$ cat src/rtl/strela_obi_rr_arbiter.sv
// Round-robin arbiter that shares one OBI slave port among NUM_MASTERS
// masters. It holds a stalled request until it is granted, limits the number
// of outstanding transactions, and sends each response back to its
// originating master in grant order.
module strela_obi_rr_arbiter #(
    parameter int NUM_MASTERS     = 4,
    parameter int MAX_OUTSTANDING = 2,
    parameter int ADDR_WIDTH      = 32,
    parameter int DATA_WIDTH      = 32
) (
    input  logic                                 clk_i,
    input  logic                                 rst_ni,
    // master side
    input  logic [NUM_MASTERS-1:0]               m_req_i,
    output logic [NUM_MASTERS-1:0]               m_gnt_o,
    input  logic [NUM_MASTERS*ADDR_WIDTH-1:0]    m_addr_i,
    input  logic [NUM_MASTERS-1:0]               m_we_i,
    input  logic [NUM_MASTERS*DATA_WIDTH/8-1:0]  m_be_i,
    input  logic [NUM_MASTERS*DATA_WIDTH-1:0]    m_wdata_i,
    output logic [NUM_MASTERS-1:0]               m_rvalid_o,
    output logic [NUM_MASTERS*DATA_WIDTH-1:0]    m_rdata_o,
    // slave side
    output logic                                 s_req_o,
    input  logic                                 s_gnt_i,
    output logic [ADDR_WIDTH-1:0]                s_addr_o,
    output logic                                 s_we_o,
    output logic [DATA_WIDTH/8-1:0]              s_be_o,
    output logic [DATA_WIDTH-1:0]                s_wdata_o,
    input  logic                                 s_rvalid_i,
    input  logic [DATA_WIDTH-1:0]                s_rdata_i,
    // status
    output logic                                 busy_o,
    output logic                                 err_o
);

    localparam int BE_WIDTH = DATA_WIDTH / 8;
    localparam int PTR_W    = (NUM_MASTERS > 1) ? $clog2(NUM_MASTERS) : 1;
    localparam int FIFO_W   = (MAX_OUTSTANDING > 1) ? $clog2(MAX_OUTSTANDING) : 1;
    localparam int CNT_W    = $clog2(MAX_OUTSTANDING + 1);

    localparam logic [PTR_W-1:0]  LAST_MASTER = PTR_W'(NUM_MASTERS - 1);
    localparam logic [FIFO_W-1:0] LAST_SLOT   = FIFO_W'(MAX_OUTSTANDING - 1);
    localparam logic [CNT_W-1:0]  MAX_CNT     = CNT_W'(MAX_OUTSTANDING);

    // arbitration state
    logic [PTR_W-1:0]  r_ptr;
    logic              r_locked;
    logic [PTR_W-1:0]  r_lock_idx;
    // outstanding-ID FIFO state
    logic [PTR_W-1:0]  r_fifo [MAX_OUTSTANDING];
    logic [FIFO_W-1:0] r_wr;
    logic [FIFO_W-1:0] r_rd;
    logic [CNT_W-1:0]  r_cnt;
    logic              r_err;

    logic              w_any_req;
    logic              w_lock_hold;
    logic [PTR_W-1:0]  w_sel;
    logic              w_hs;
    logic              w_pop;
    logic              w_spurious;

    assign w_any_req   = |m_req_i;
    // A lock only holds while its master keeps requesting; dropping req
    // releases it and lets arbitration run in the same cycle.
    assign w_lock_hold = r_locked & m_req_i[r_lock_idx];

    // Winner selection: the locked master, else the first requester at or after r_ptr
    always_comb begin
        // NOTE: default assignment first so every path drives w_sel and no latch is inferred.
        w_sel = r_ptr;
        if (w_lock_hold) begin
            w_sel = r_lock_idx;
        end else begin
            // Walk from the farthest offset down so the closest requester is assigned last.
            for (int i = NUM_MASTERS - 1; i >= 0; i--) begin
                if (m_req_i[(int'(r_ptr) + i) % NUM_MASTERS]) begin
                    w_sel = PTR_W'((int'(r_ptr) + i) % NUM_MASTERS);
                end
            end
        end
    end

    // Request is held low during reset and whenever the outstanding budget is used up.
    assign s_req_o    = rst_ni & w_any_req & (r_cnt < MAX_CNT);
    assign w_hs       = s_req_o & s_gnt_i;
    assign w_pop      = s_rvalid_i & (r_cnt != '0);
    assign w_spurious = s_rvalid_i & (r_cnt == '0);

    assign s_addr_o  = m_addr_i[int'(w_sel)*ADDR_WIDTH +: ADDR_WIDTH];
    assign s_we_o    = m_we_i[w_sel];
    assign s_be_o    = m_be_i[int'(w_sel)*BE_WIDTH +: BE_WIDTH];
    assign s_wdata_o = m_wdata_i[int'(w_sel)*DATA_WIDTH +: DATA_WIDTH];

    assign m_rdata_o = {NUM_MASTERS{s_rdata_i}};
    assign busy_o    = (r_cnt != '0);
    assign err_o     = r_err;

    // One-hot grant to the winner, only in a handshake cycle
    always_comb begin
        m_gnt_o = '0;
        if (w_hs) begin
            m_gnt_o[w_sel] = 1'b1;
        end
    end

    // Route a response to the master at the FIFO head
    always_comb begin
        m_rvalid_o = '0;
        if (rst_ni && w_pop) begin
            m_rvalid_o[r_fifo[r_rd]] = 1'b1;
        end
    end

    // Priority pointer and stall lock
    always_ff @(posedge clk_i or negedge rst_ni) begin
        if (!rst_ni) begin
            r_ptr      <= '0;
            r_locked   <= 1'b0;
            r_lock_idx <= '0;
        end else begin
            // NOTE: state registers use non-blocking assignments so every register samples pre-edge values.
            if (w_hs) begin
                r_ptr    <= (w_sel == LAST_MASTER) ? '0 : w_sel + 1'b1;
                r_locked <= 1'b0;
            end else if (s_req_o) begin
                r_locked   <= 1'b1;
                r_lock_idx <= w_sel;
            end else if (!w_lock_hold) begin
                r_locked <= 1'b0;
            end
        end
    end

    // FIFO pointers, outstanding count and sticky error flag
    always_ff @(posedge clk_i or negedge rst_ni) begin
        if (!rst_ni) begin
            r_wr  <= '0;
            r_rd  <= '0;
            r_cnt <= '0;
            r_err <= 1'b0;
        end else begin
            if (w_hs) begin
                r_wr <= (r_wr == LAST_SLOT) ? '0 : r_wr + 1'b1;
            end
            if (w_pop) begin
                r_rd <= (r_rd == LAST_SLOT) ? '0 : r_rd + 1'b1;
            end
            case ({w_hs, w_pop})
                2'b10:   r_cnt <= r_cnt + 1'b1;
                2'b01:   r_cnt <= r_cnt - 1'b1;
                default: r_cnt <= r_cnt;
            endcase
            if (w_spurious) begin
                r_err <= 1'b1;
            end
        end
    end

    // ID storage for granted transactions
    always_ff @(posedge clk_i) begin
        // NOTE: entries carry no reset; they are only read when r_cnt marks them valid.
        if (w_hs) begin
            r_fifo[r_wr] <= w_sel;
        end
    end

endmodule

$ cat config.mk
export PLATFORM = sky130hd
export DESIGN_NAME = strela_obi_rr_arbiter
export DESIGN_NICKNAME = d
export VERILOG_FILES = /design/src/rtl/strela_obi_rr_arbiter.sv
export SDC_FILE = /design/constraint.sdc
export NUM_CORES = 1
export LEC_CHECK = 0
export ABC_AREA = 0
export BUFFER_PORTS_ARGS = -buffer_cell sky130_fd_sc_hd__buf_2
export CORE_AREA = 2 2 204 206
export CTS_BUF_LIST = sky130_fd_sc_hd__clkbuf_4 sky130_fd_sc_hd__clkbuf_8
export DETAILED_ROUTE_END_ITERATION = 12
export DIE_AREA = 0 0 206 208
export SETUP_SLACK_MARGIN = 0.15
export SYNTH_ARGS = -nofsm -noshare
export SYNTH_HDL_FRONTEND = slang
export SYNTH_SLANG_ARGS = --single-unit
$ cat constraint.sdc
create_clock -name clk_i -period 3.2 [get_ports clk_i]
set_input_delay 0 -clock clk_i [delete_from_list [all_inputs] [get_ports clk_i]]
set_output_delay 0 -clock clk_i [all_outputs]
set_load 0.02 [all_outputs]
==> results of run 1 <==
[layer usage]
layer	up-vias	GRT usage	part of all wire
li1	1514	-	-
met1	1660	0.0982	0.36
met2	294	0.138	0.45
met3	100	0.0442	0.13
met4	20	0.0429	0.052
met5	-	0	0.0066
[cell families (layout without fill, tap and decap cells)]
family	Yosys count	after routing	synth area share
AND/OR/NAND/NOR	36	36	0.0521
flip-flops	14	14	0.103
adder cells (fa/ha/maj)	2	2	0.00695
buffers and inverters	150	387	0.309
AO/OA/AOI/OAI	14	14	0.0282
XOR/XNOR	5	5	0.0122
multiplexers	76	76	0.488
other	0	2	0
[worst max-delay path by stage]
stage	start	end	slack, ns
final	r_lock_idx[0]$_DFFE_PN0P_	s_wdata_o[6]	0.34
after global routing	r_lock_idx[0]$_DFFE_PN0P_	s_wdata_o[3]	0.20
after CTS	r_lock_idx[0]$_DFFE_PN0P_	s_wdata_o[19]	0.23
after detailed placement	r_lock_idx[0]$_DFFE_PN0P_	s_wdata_o[19]	0.50
after global placement	r_lock_idx[0]$_DFFE_PN0P_	s_wdata_o[0]	0.58
after floorplan	r_lock_idx[0]$_DFFE_PN0P_	r_ptr[1]$_DFFE_PN0P_	0.82
[power by group through the flow]
stage / clock network [mW] / logic (mW) / registers [mW]
after floorplan: 0 / 2.78 / 0.310
after global placement: 0 / 3.79 / 0.332
after detailed placement: 0 / 3.85 / 0.338
after CTS: 0.152 / 3.86 / 0.335
after global routing: 0.158 / 4.08 / 0.345
final: 0.145 / 3.85 / 0.337
[cells in the mapped netlist, drive strengths merged (2+ instances only)]
| cell type | n |
|---|---|
| buf | 137 |
| mux4 | 69 |
| dfrtp | 10 |
| nor2 | 10 |
| nand2 | 8 |
| inv | 6 |
| clkbuf | 5 |
| edfxtp | 4 |
| mux2 | 4 |
| nor2b | 4 |
| o21ai | 4 |
| mux2i | 3 |
| nor3 | 3 |
| xnor2 | 3 |
| a21o | 2 |
| a21oi | 2 |
| a31o | 2 |
| and3 | 2 |
| ha | 2 |
| nand3b | 2 |
| nor3b | 2 |
| xor2 | 2 |
[cell type report]
class / instances / share of cell area
clock inverters: 1 / 0.000719
well taps: 532 / 0.128
inverters: 6 / 0.00432
diodes: 2 / 0.000959
multi-input cells: 133 / 0.407
repair buffers: 377 / 0.380
flip-flops and latches: 14 / 0.0710
clock buffers: 3 / 0.00791
[timing repair]
action,in CTS,in global routing
endpoints found under the setup margin,0,14
buffers inserted,0,1
hold buffers,3,0
endpoints found under the hold margin,12,0
[sequential cells by signal, summed over array words and instances, names as in the netlist]
| signal | cells |
|---|---|
| r_fifo | 4 |
| r_cnt | 2 |
| r_lock_idx | 2 |
| r_ptr | 2 |
| err_o | 1 |
| r_locked | 1 |
| r_rd | 1 |
| r_wr | 1 |
[stage by stage]
stage	hold slack (ns)	setup slack [ns]	util
after CTS	0.000331	0.228	0.128
after global routing	0.000132	0.199	0.129
after floorplan	-0.296	0.818	-
after global placement	-0.112	0.576	0.126
after detailed placement	-0.110	0.498	0.126
final	0.0000137	0.337	0.129
==> summary.md, run 1 <==
| Metric | Value |
|---|---|
| Crit path DAT | `2.86 ns` |
| Post-synth EDFFs | `4` |
| I/O pin cnt | `524` |
| CORE AREA | `0.0406 sq mm` |
| Number of vias per cell | `3.36` |
| CTS clk-pin slew, worst paths | `0.06 ns` |
| Slowest cell on crit path | `mux4_1` |
| Vias after detailed routing | `3588` |
| Initial DRC count | `181` |
| Routed Antenna Nets | `0` |
| IO buf count | `363` |
| Die Span Y | `208 microns` |
| Mapped cell area | `0.00360 sq mm` |
| Power Total | `4.33 mW` |
| Worst-Margin Slew | `0.497 ns` |
| DRC Markers | `0` |
| Worst flop-to-flop path startpoint | `r_lock_idx[0]$_DFFE_PN0P_` |
| GRT overflow | `0` |
| DRT Pass-1 Iters | `5` |
| Hold EP | `m_rdata_o[102]` |
| Post-Route WL | `20700 microns` |
| Crit path required time | `3.20 ns` |
| Comb pwr share | `0.889` |
| PD cells | `830 mW/mm^2` |
| TritonCTS buffer count | `3` |
| Largest cells by area after synthesis | `buf_4 (27%), mux4_2 (24%), mux4_1 (23%)` |
| Antenna violations before repair | `15` |
| Num rows | `74` |
| Tcrit/Tclk final | `0.895` |
| RR Endpoint | `r_ptr[1]$_DFFE_PN0P_` |
| Commonest non-fill, non-tap cell in the layout | `buf_2` |
| Max cap viols | `0` |
| Max H-tree Level | `1` |
| Crit path capture type | `output port` |
| Post-Layout Cell Count | `1068` |
| Crit path top cell by count | `buf_12` |
| Final hold vios | `0` |
| RSZ-0062 raised after global routing | `no` |
| Max FO, Critical Path | `27` |
| Synth-to-layout area growth | `44.9%` |
| Flip-flop and latch area | `370 sq um` |
| Number of global-route vias before repair | `3818` |
| Total placed instance area | `0.00510 sq mm` |
| Post-synth ARST share | `0.714` |
| Area of the die | `0.0428 sq mm` |
| Seq/Total Area, Yosys | `0.103` |
| CP cell instances | `mux2_2, nand3b_2, and2b_4, mux2i_4, buf_12, buf_12, mux4_1, buf_2` |
| Fill count | `4674` |
| Yosys reg bits | `14` |
| Psw | `2.29 mW` |
| Kind of critical path | `reg -> out` |
| CP delay by family, top | `multiplexers` |
| Worst Hold Class | `in -> out` |
| Relative slew slack | `0.669` |
| Yosys Warn Count | `0` |
| Final slew viol count | `0` |
| Pin count of the biggest net entering global routing | `31` |
| Most frequent cells in the layout | `buf_2 (363), mux4_2 (38), mux4_1 (31), nor2_1 (10), dfrtp_1 (10)` |
| Inst Count DP | `1057` |
| Mapped Nets | `615` |
| IR drop worst, VDD | `0.470 mV` |
| TritonCTS clock tree | `yes` |
| Clock tree buffer depth | `2` |
| Fin nets | `853` |
| Post-DR wirelength/cell | `19.4 microns` |
| Clock Sinks | `14` |
| Area leader, netlist | `buf_4` |
| Tot GR Track Use | `0.0881` |
| Crit start category | `register` |
| Synth unique cells | `38` |
| Worst Clk Skew | `0.00126 ns` |
| DP Wirelength | `18600 microns` |
| Initial core utilization | `0.0888` |
| Syn Inst Count | `297` |
| Main synth FF type | `dfrtp_1` |
| Final min period | `2.86 ns` |
| PostCTS Resize Cnt | `0` |
| Worst skew pair latency | `0.24 ns` |
| Reg2Reg Depth | `9` |
| Leak Pwr | `2.48 nW` |
| CTS Root Cell | `clkbuf_8` |
| Design Area, Final | `0.00522 sq mm` |
| Net Sw Frac | `0.528` |
| TNS Setup | `0 ns` |
| Clock power share | `0.033` |
| Chip width | `206 microns` |
| Worst path depth | `8` |
| Area occupied by multi-input gates | `0.00212 sq mm` |
| Final Setup Violations | `0` |
| CP bufs+invs | `3` |
| CP max stage delay | `0.58 ns` |
| Cell Int Power | `2.05 mW` |
| Hold path start | `s_rdata_i[6]` |
| Sequential fraction of design power | `0.078` |
| Achievable Freq | `349 MHz` |
| Share of cells above drive strength 1 | `0.796` |
| Syn_area_per_cell | `12.1 sq um` |
| R2R setup slack | `0.66 ns` |
| Placer congestion estimate | `0.957` |
| Area fraction of the dominant cell type after synthesis | `0.269` |
| Hold Path Stages | `0` |
| Global-route wire length before repair | `26800 microns` |
| Status | `complete, no violations` |
Note: power is estimated with default switching activity, not from simulation.
==> inputs of run 2 (changes only) <==
--- a/config.mk
+++ b/config.mk
@@ -13,2 +13,3 @@
 export DIE_AREA = 0 0 206 208
+export PLACE_DENSITY = 0.35
 export SETUP_SLACK_MARGIN = 0.15
==> constraint.sdc (replaced) <==
create_clock -name clk_i -period 3.2 [get_ports clk_i]
set_input_delay 0.64 -clock clk_i [delete_from_list [all_inputs] [get_ports clk_i]]
set_output_delay 0.64 -clock clk_i [all_outputs]
set_load 0.02 [all_outputs]
==> summary.md, run 2 (synthesized netlist as in run 1, its figures left out) <==
| Metric | Value |
|---|---|
| Final WS setup | `-0.159 ns (was 0.337 ns)` |
| Status | `finished, violations left (was complete, no violations)` |
| DRT Pass-1 Iters | `4 (was 5)` |
| Post-Route WL | `19700 microns (was 20700 microns)` |
| Area occupied by multi-input gates | `0.00210 sq mm (was 0.00212 sq mm)` |
| Fin nets | `872 (was 853)` |
| R2R setup slack | `0.67 ns (was 0.66 ns)` |
| Worst Clk Skew | `0.00301 ns (was 0.00126 ns)` |
| IR drop worst, VDD | `0.363 mV (was 0.470 mV)` |
| Num rows | `74 (unchanged)` |
| GRT overflow | `0 (unchanged)` |
| TritonCTS buffer count | `3 (unchanged)` |
| CORE AREA | `0.0406 sq mm (unchanged)` |
| Final Setup Violations | `70 (was 0)` |
| Commonest non-fill, non-tap cell in the layout | `buf_2 (unchanged)` |
| Hold buffer count at CTS | `0 (was 3)` |
| Met1 WL | `7430 microns (was 7420 microns)` |
| Crit path DAT | `2.72 ns (was 2.86 ns)` |
| Violated checks | `negative setup slack` |
| Worst flop-to-flop path startpoint | `r_lock_idx[0]$_DFFE_PN0P_ (unchanged)` |
| Final hold vios | `0 (unchanged)` |
| Relative slew slack | `0.767 (was 0.669)` |
| Worst skew pair latency | `0.24 ns (about the same)` |
| Initial core utilization | `0.0888 (unchanged)` |
| Number of global-route vias before repair | `3850 (was 3818)` |
| Clock Sinks | `14 (unchanged)` |
| Crit path capture type | `output port (unchanged)` |
| Sequential fraction of design power | `0.071 (was 0.078)` |
| IO buf count | `363 (unchanged)` |
| Pre-CTS setup slack | `-0.154 ns (was 0.498 ns)` |
| Comb pwr share | `0.899 (was 0.889)` |
| Crit path required time | `2.56 ns (was 3.20 ns)` |
| Post-DR wirelength/cell | `18.1 microns (was 19.4 microns)` |
| Share of cells above drive strength 1 | `0.837 (was 0.796)` |
| Initial DRC count | `107 (was 181)` |
| Number of flip-flops under the largest register name | `4 (unchanged)` |
| Met2 wire length | `9280 microns (was 9320 microns)` |
| RSZ-0062 raised after global routing | `yes (was no)` |
| Clock tree buffer depth | `2 (unchanged)` |
| RR Endpoint | `r_ptr[1]$_DFFE_PN0P_ (unchanged)` |
| Number of vias per cell | `3.21 (was 3.36)` |
| DP Wirelength | `17700 microns (was 18600 microns)` |
| Leak Pwr | `2.63 nW (was 2.48 nW)` |
| Reg2Reg Depth | `10 (was 9)` |
| Synth-to-layout area growth | `55.1% (was 44.9%)` |
| Achievable Freq | `298 MHz (was 349 MHz)` |
| DRC Markers | `0 (unchanged)` |
| Vias after detailed routing | `3491 (was 3588)` |
| Routed Antenna Nets | `0 (unchanged)` |
| Worst-Margin Slew | `0.347 ns (was 0.497 ns)` |
| Max cap viols | `0 (unchanged)` |
| Pin count of the biggest net entering global routing | `32 (was 31)` |
| Cell Int Power | `2.55 mW (was 2.05 mW)` |
| I/O pin cnt | `524 (unchanged)` |
| Global-route wire length before repair | `26700 microns (was 26800 microns)` |
| Placer congestion estimate | `0.912 (was 0.957)` |
| Power Total | `4.92 mW (was 4.33 mW)` |
| Clock power share | `0.030 (was 0.033)` |
| Total placed instance area | `0.00524 sq mm (was 0.00510 sq mm)` |
| Tcrit/Tclk final | `1.05 (was 0.895)` |
| Area of the die | `0.0428 sq mm (unchanged)` |
| Max FO, Critical Path | `15 (was 27)` |
| Fill count | `4683 (was 4674)` |
| Crit start category | `input port (was register)` |
| CTS clk-pin slew, worst paths | `0.06 ns (about the same)` |
| Antenna violations before repair | `4 (was 15)` |
| Tot GR Track Use | `0.0858 (was 0.0881)` |
| Largest register by flop count | `r_fifo (unchanged)` |
| Net Sw Frac | `0.483 (was 0.528)` |
| Psw | `2.38 mW (was 2.29 mW)` |
| Chip width | `206 microns (unchanged)` |
| Kind of critical path | `in -> out (was reg -> out)` |
| Final slew viol count | `0 (unchanged)` |
| Die Span Y | `208 microns (unchanged)` |
| Final Util | `0.138 (was 0.129)` |
| Worst Hold Class | `in -> async (was in -> out)` |
| PD cells | `882 mW/mm^2 (was 830 mW/mm^2)` |
| CTS Root Cell | `clkbuf_8 (unchanged)` |
| Met3 WL | `2080 microns (was 2760 microns)` |
| Top routing layer used | `met5 (unchanged)` |
| Most frequent cells in the layout | `buf_2 (337), mux4_2 (50), buf_4 (25), buf_6 (23), mux4_1 (19) (was buf_2 (363), mux4_2 (38), mux4_1 (31), nor2_1 (10), dfrtp_1 (10))` |
| TritonCTS clock tree | `yes (unchanged)` |
| TNS Setup | `-5.93 ns (was 0 ns)` |
| Max H-tree Level | `1 (unchanged)` |
| Flip-flop and latch area | `372 sq um (was 370 sq um)` |
| Final min period | `3.36 ns (was 2.86 ns)` |
| Design Area, Final | `0.00558 sq mm (was 0.00522 sq mm)` |
## run 2: cell types whose count changed in the layout (fill, tap and decap cells not counted), moves of 2 or more
cell,before,now
nor3b_2,0,2
buf_4,7,25
buf_2,363,337
buf_6,0,23
buf_16,0,3
buf_8,0,2
mux4_1,31,19
buf_12,3,5
mux4_2,38,50
nor3b_1,2,0
dlygate4sd3_1,3,0
## run 2: worst max-delay path by stage
stage,startpoint,cells after the start,to,slack (ns)
final,m_req_i[0],9,s_wdata_o[23],-0.16
after global routing,r_lock_idx[0]$_DFFE_PN0P_,8,s_addr_o[12],-0.23
after CTS,r_lock_idx[0]$_DFFE_PN0P_,8,s_wdata_o[20],-0.17
after detailed placement,m_req_i[1],9,s_wdata_o[21],-0.15
after global placement,m_req_i[1],9,s_wdata_o[28],-0.12
after floorplan,m_req_i[1],6,s_addr_o[12],0.1
## run 2: layout make-up
class	instances	share of cell area
multi-input cells	133	0.377
clock buffers	3	0.00740
well taps	532	0.119
diodes	2	0.000896
clock inverters	1	0.000672
inverters	6	0.00403
flip-flops and latches	14	0.0666
repair buffers	396	0.425
## run 2: per-layer routing
layer  vias to the layer above  global-route usage
li1                       1535                   -
met1                      1644               0.102
met2                       261               0.139
met3                        49              0.0301
met4                         2              0.0360
met5                         -                   0
## run 2: timing repair
action | in CTS | in global routing
buffers inserted | 8 | 0
gates cloned | 1 | 1
setup endpoints to repair | 72 | 72
pin swaps | 0 | 0
resized for setup | 51 | 15
## run 2: power groups by stage
stage / Clock [mW] / Sequential (mW) / Combinational [mW]
after floorplan: 0 / 0.311 / 2.80
after global placement: 0 / 0.358 / 3.96
after detailed placement: 0 / 0.354 / 3.97
after CTS: 0.160 / 0.352 / 4.41
after global routing: 0.167 / 0.362 / 4.69
final: 0.150 / 0.349 / 4.43
## run 2: worst max-delay path: stages
cell and delay (ns):
buf_6 0.09, mux2_4 0.28, nand3b_4 0.08, and2b_4 0.18
mux2i_4 0.29, buf_12 0.20, buf_12 0.18, mux4_2 0.57
buf_2 0.19
## run 2: per-stage QoR
stage | hold slack, ns | std cells
after global routing | 0.331 | 1087
after global placement | 0.443 | 1071
after floorplan | 0.344 | 297
after CTS | 0.329 | 1084
final | 0.330 | 1087
after detailed placement | 0.447 | 1071
==> inputs of run 3 (changes only) <==
CELL_PAD_IN_SITES_DETAIL_PLACEMENT = 0   (was default)
CELL_PAD_IN_SITES_GLOBAL_PLACEMENT = 2   (was default)
CORE_AREA = 2 2 207 209   (was 2 2 204 206)
DIE_AREA = 0 0 209 211   (was 0 0 206 208)
PLACE_DENSITY = 0.57   (was 0.35)
SETUP_SLACK_MARGIN = 0.1   (was 0.15)
==> summary.md, run 3 (synthesized netlist as in run 1, its figures left out) <==
| Metric | Value |
|---|---|
| Area occupied by multi-input gates | `0.00210 sq mm (about the same)` |
| Final slew viol count | `0 (unchanged)` |
| Reg2Reg Depth | `11 (was 10)` |
| Leak Pwr | `2.76 nW (was 2.63 nW)` |
| Net Sw Frac | `0.445 (was 0.483)` |
| Worst-Margin Slew | `0.518 ns (was 0.347 ns)` |
| Worst hold slack | `0.328 ns (was 0.330 ns)` |
| Routed Antenna Nets | `0 (unchanged)` |
| R2R setup slack | `0.74 ns (was 0.67 ns)` |
| Violated checks | `negative setup slack (unchanged)` |
| PD cells | `926 mW/mm^2 (was 882 mW/mm^2)` |
| GRT overflow | `0 (unchanged)` |
| IO buf count | `363 (unchanged)` |
| TritonCTS buffer count | `3 (unchanged)` |
| Synth-to-layout area growth | `65.5% (was 55.1%)` |
| Largest register by flop count | `r_fifo (unchanged)` |
| Clock power share | `0.027 (was 0.030)` |
| Initial core utilization | `0.0862 (was 0.0888)` |
| Max cap viols | `0 (unchanged)` |
| Post-Route WL | `18800 microns (was 19700 microns)` |
| Area of the die | `0.0441 sq mm (was 0.0428 sq mm)` |
| Final WS setup | `-0.138 ns (was -0.159 ns)` |
| Initial DRC count | `138 (was 107)` |
| Post-DR wirelength/cell | `16.9 microns (was 18.1 microns)` |
| Crit path capture type | `output port (unchanged)` |
| Most frequent cells in the layout | `buf_2 (311), buf_6 (60), mux4_2 (59), buf_4 (30) (was buf_2 (337), mux4_2 (50), buf_4 (25), buf_6 (23), mux4_1 (19))` |
| Final Setup Violations | `69 (was 70)` |
| Sequential fraction of design power | `0.063 (was 0.071)` |
| Share of cells above drive strength 1 | `0.862 (was 0.837)` |
| CTS clk-pin slew, worst paths | `0.06 ns (about the same)` |
| Fin nets | `890 (was 872)` |
| CTS Root Cell | `clkbuf_8 (unchanged)` |
| DRC Markers | `0 (unchanged)` |
| Cell Int Power | `3.06 mW (was 2.55 mW)` |
| Hold buffer count at CTS | `0 (unchanged)` |
| Crit path DAT | `2.70 ns (was 2.72 ns)` |
| Crit start category | `register (was input port)` |
| IR drop worst, VDD | `0.297 mV (was 0.363 mV)` |
| Fill count | `4789 (was 4683)` |
| Antenna violations before repair | `10 (was 4)` |
| Status | `finished, violations left (unchanged)` |
| Global-route wire length before repair | `25300 microns (was 26700 microns)` |
| Clock Sinks | `14 (unchanged)` |
| Worst Clk Skew | `0.00391 ns (was 0.00301 ns)` |
| Kind of critical path | `reg -> out (was in -> out)` |
| Tot GR Track Use | `0.0779 (was 0.0858)` |
| RSZ-0062 raised after global routing | `yes (unchanged)` |
| Die Span Y | `211 microns (was 208 microns)` |
| Commonest non-fill, non-tap cell in the layout | `buf_2 (unchanged)` |
| Vias after detailed routing | `3515 (was 3491)` |
| Max FO, Critical Path | `8 (was 15)` |
| Achievable Freq | `300 MHz (was 298 MHz)` |
| I/O pin cnt | `524 (unchanged)` |
| TritonCTS clock tree | `yes (unchanged)` |
| Comb pwr share | `0.910 (was 0.899)` |
| Final min period | `3.34 ns (was 3.36 ns)` |
| TNS Setup | `-4.65 ns (was -5.93 ns)` |
| Worst Hold Class | `in -> async (unchanged)` |
| Placer congestion estimate | `0.768 (was 0.912)` |
| Crit path required time | `2.56 ns (about the same)` |
| RR Endpoint | `r_ptr[1]$_DFFE_PN0P_ (unchanged)` |
| Final hold vios | `0 (unchanged)` |
| Worst skew pair latency | `0.24 ns (about the same)` |
| Tcrit/Tclk final | `1.04 (was 1.05)` |
| Psw | `2.46 mW (was 2.38 mW)` |
| Number of flip-flops under the largest register name | `4 (unchanged)` |
| Worst flop-to-flop path startpoint | `r_lock_idx[0]$_DFFE_PN0P_ (unchanged)` |
| CORE AREA | `0.0418 sq mm (was 0.0406 sq mm)` |
| Chip width | `209 microns (was 206 microns)` |
| Num rows | `75 (was 74)` |
| DP Wirelength | `16400 microns (was 17700 microns)` |
| Pin count of the biggest net entering global routing | `28 (was 32)` |
| Number of global-route vias before repair | `3882 (was 3850)` |
| DRT Pass-1 Iters | `4 (unchanged)` |
| Flip-flop and latch area | `370 sq um (was 372 sq um)` |
| Relative slew slack | `0.654 (was 0.767)` |
| Number of vias per cell | `3.16 (was 3.21)` |
| Clock tree buffer depth | `2 (unchanged)` |
| Max H-tree Level | `1 (unchanged)` |
==> run 3: worst max-delay path, cell delays in order (launching register included) <==
cell and delay [ns]:
dfrtp_1 0.44, mux2_4 0.34, nand3b_4 0.08, and2b_4 0.17
mux2i_4 0.24, buf_12 0.16, buf_16 0.15, buf_12 0.14
mux4_2 0.55, buf_6 0.16
==> run 3: what timing repair did <==
| item | 4_1_cts | 5_1_grt |
|---|---|---|
| buffers inserted | 8 | 0 |
| resized for setup | 125 | 22 |
| pin swaps | 2 | 1 |
| endpoints found under the setup margin | 72 | 73 |
| gates cloned | 3 | 0 |
==> run 3: power by group through the flow <==
stage / sequential [mW] / combinational (mW) / clock, mW
3_5_place_dp: 0.346 / 3.99 / 0
3_3_place_gp: 0.347 / 3.99 / 0
2_1_floorplan: 0.310 / 2.80 / 0
5_1_grt: 0.356 / 5.33 / 0.169
6_report: 0.348 / 5.02 / 0.151
4_1_cts: 0.346 / 5.01 / 0.156
==> run 3: metrics by stage <==
| step | cell area (sq um) | util | setup WS (ns) | std cells | power, mW |
|---|---|---|---|---|---|
| after global routing | 5960 | 0.143 | -0.216 | 1111 | 5.85 |
| after global placement | 5350 | 0.128 | -0.157 | 1095 | 4.34 |
| final | 5960 | 0.143 | -0.138 | 1111 | 5.52 |
| after detailed placement | 5350 | 0.128 | -0.149 | 1095 | 4.34 |
| after floorplan | 3580 | - | 0.0959 | 297 | 3.11 |
| after CTS | 5890 | 0.141 | -0.151 | 1110 | 5.51 |
==> run 3: how the worst max path moves through the flow <==
stage	start	end	slack, ns	depth (start not counted)
CTS	r_lock_idx[0]$_DFFE_PN0P_	s_addr_o[14]	-0.15	9
global placement	m_req_i[1]	s_addr_o[28]	-0.16	9
finish	r_lock_idx[0]$_DFFE_PN0P_	s_addr_o[14]	-0.14	9
global route	r_lock_idx[0]$_DFFE_PN0P_	s_addr_o[14]	-0.22	9
floorplan	m_req_i[1]	s_addr_o[12]	0.1	6
detailed placement	m_req_i[1]	s_addr_o[28]	-0.15	9
==> run 3: layout make-up <==
class	instances	area share
timing repair buffer	414	0.459
multi-input combinational	133	0.352
tap	539	0.113
sequential	14	0.0622
clock buffer	3	0.00693
inverter	6	0.00504
clock inverter	1	0.000630
antenna	1	0.000420
==> run 3: per-layer routing <==
| metal | global-route usage | part of all wire | up-vias | wire length [microns] |
|---|---|---|---|---|
| met1 | 0.0963 | 0.39 | 1673 | 7350 |
| met3 | 0.0253 | 0.089 | 28 | 1670 |
| met4 | 0.0133 | 0.013 | 10 | 253 |
| li1 | - | - | 1564 | - |
| met5 | 0 | 0.0035 | - | 66 |
| met2 | 0.134 | 0.50 | 240 | 9450 |
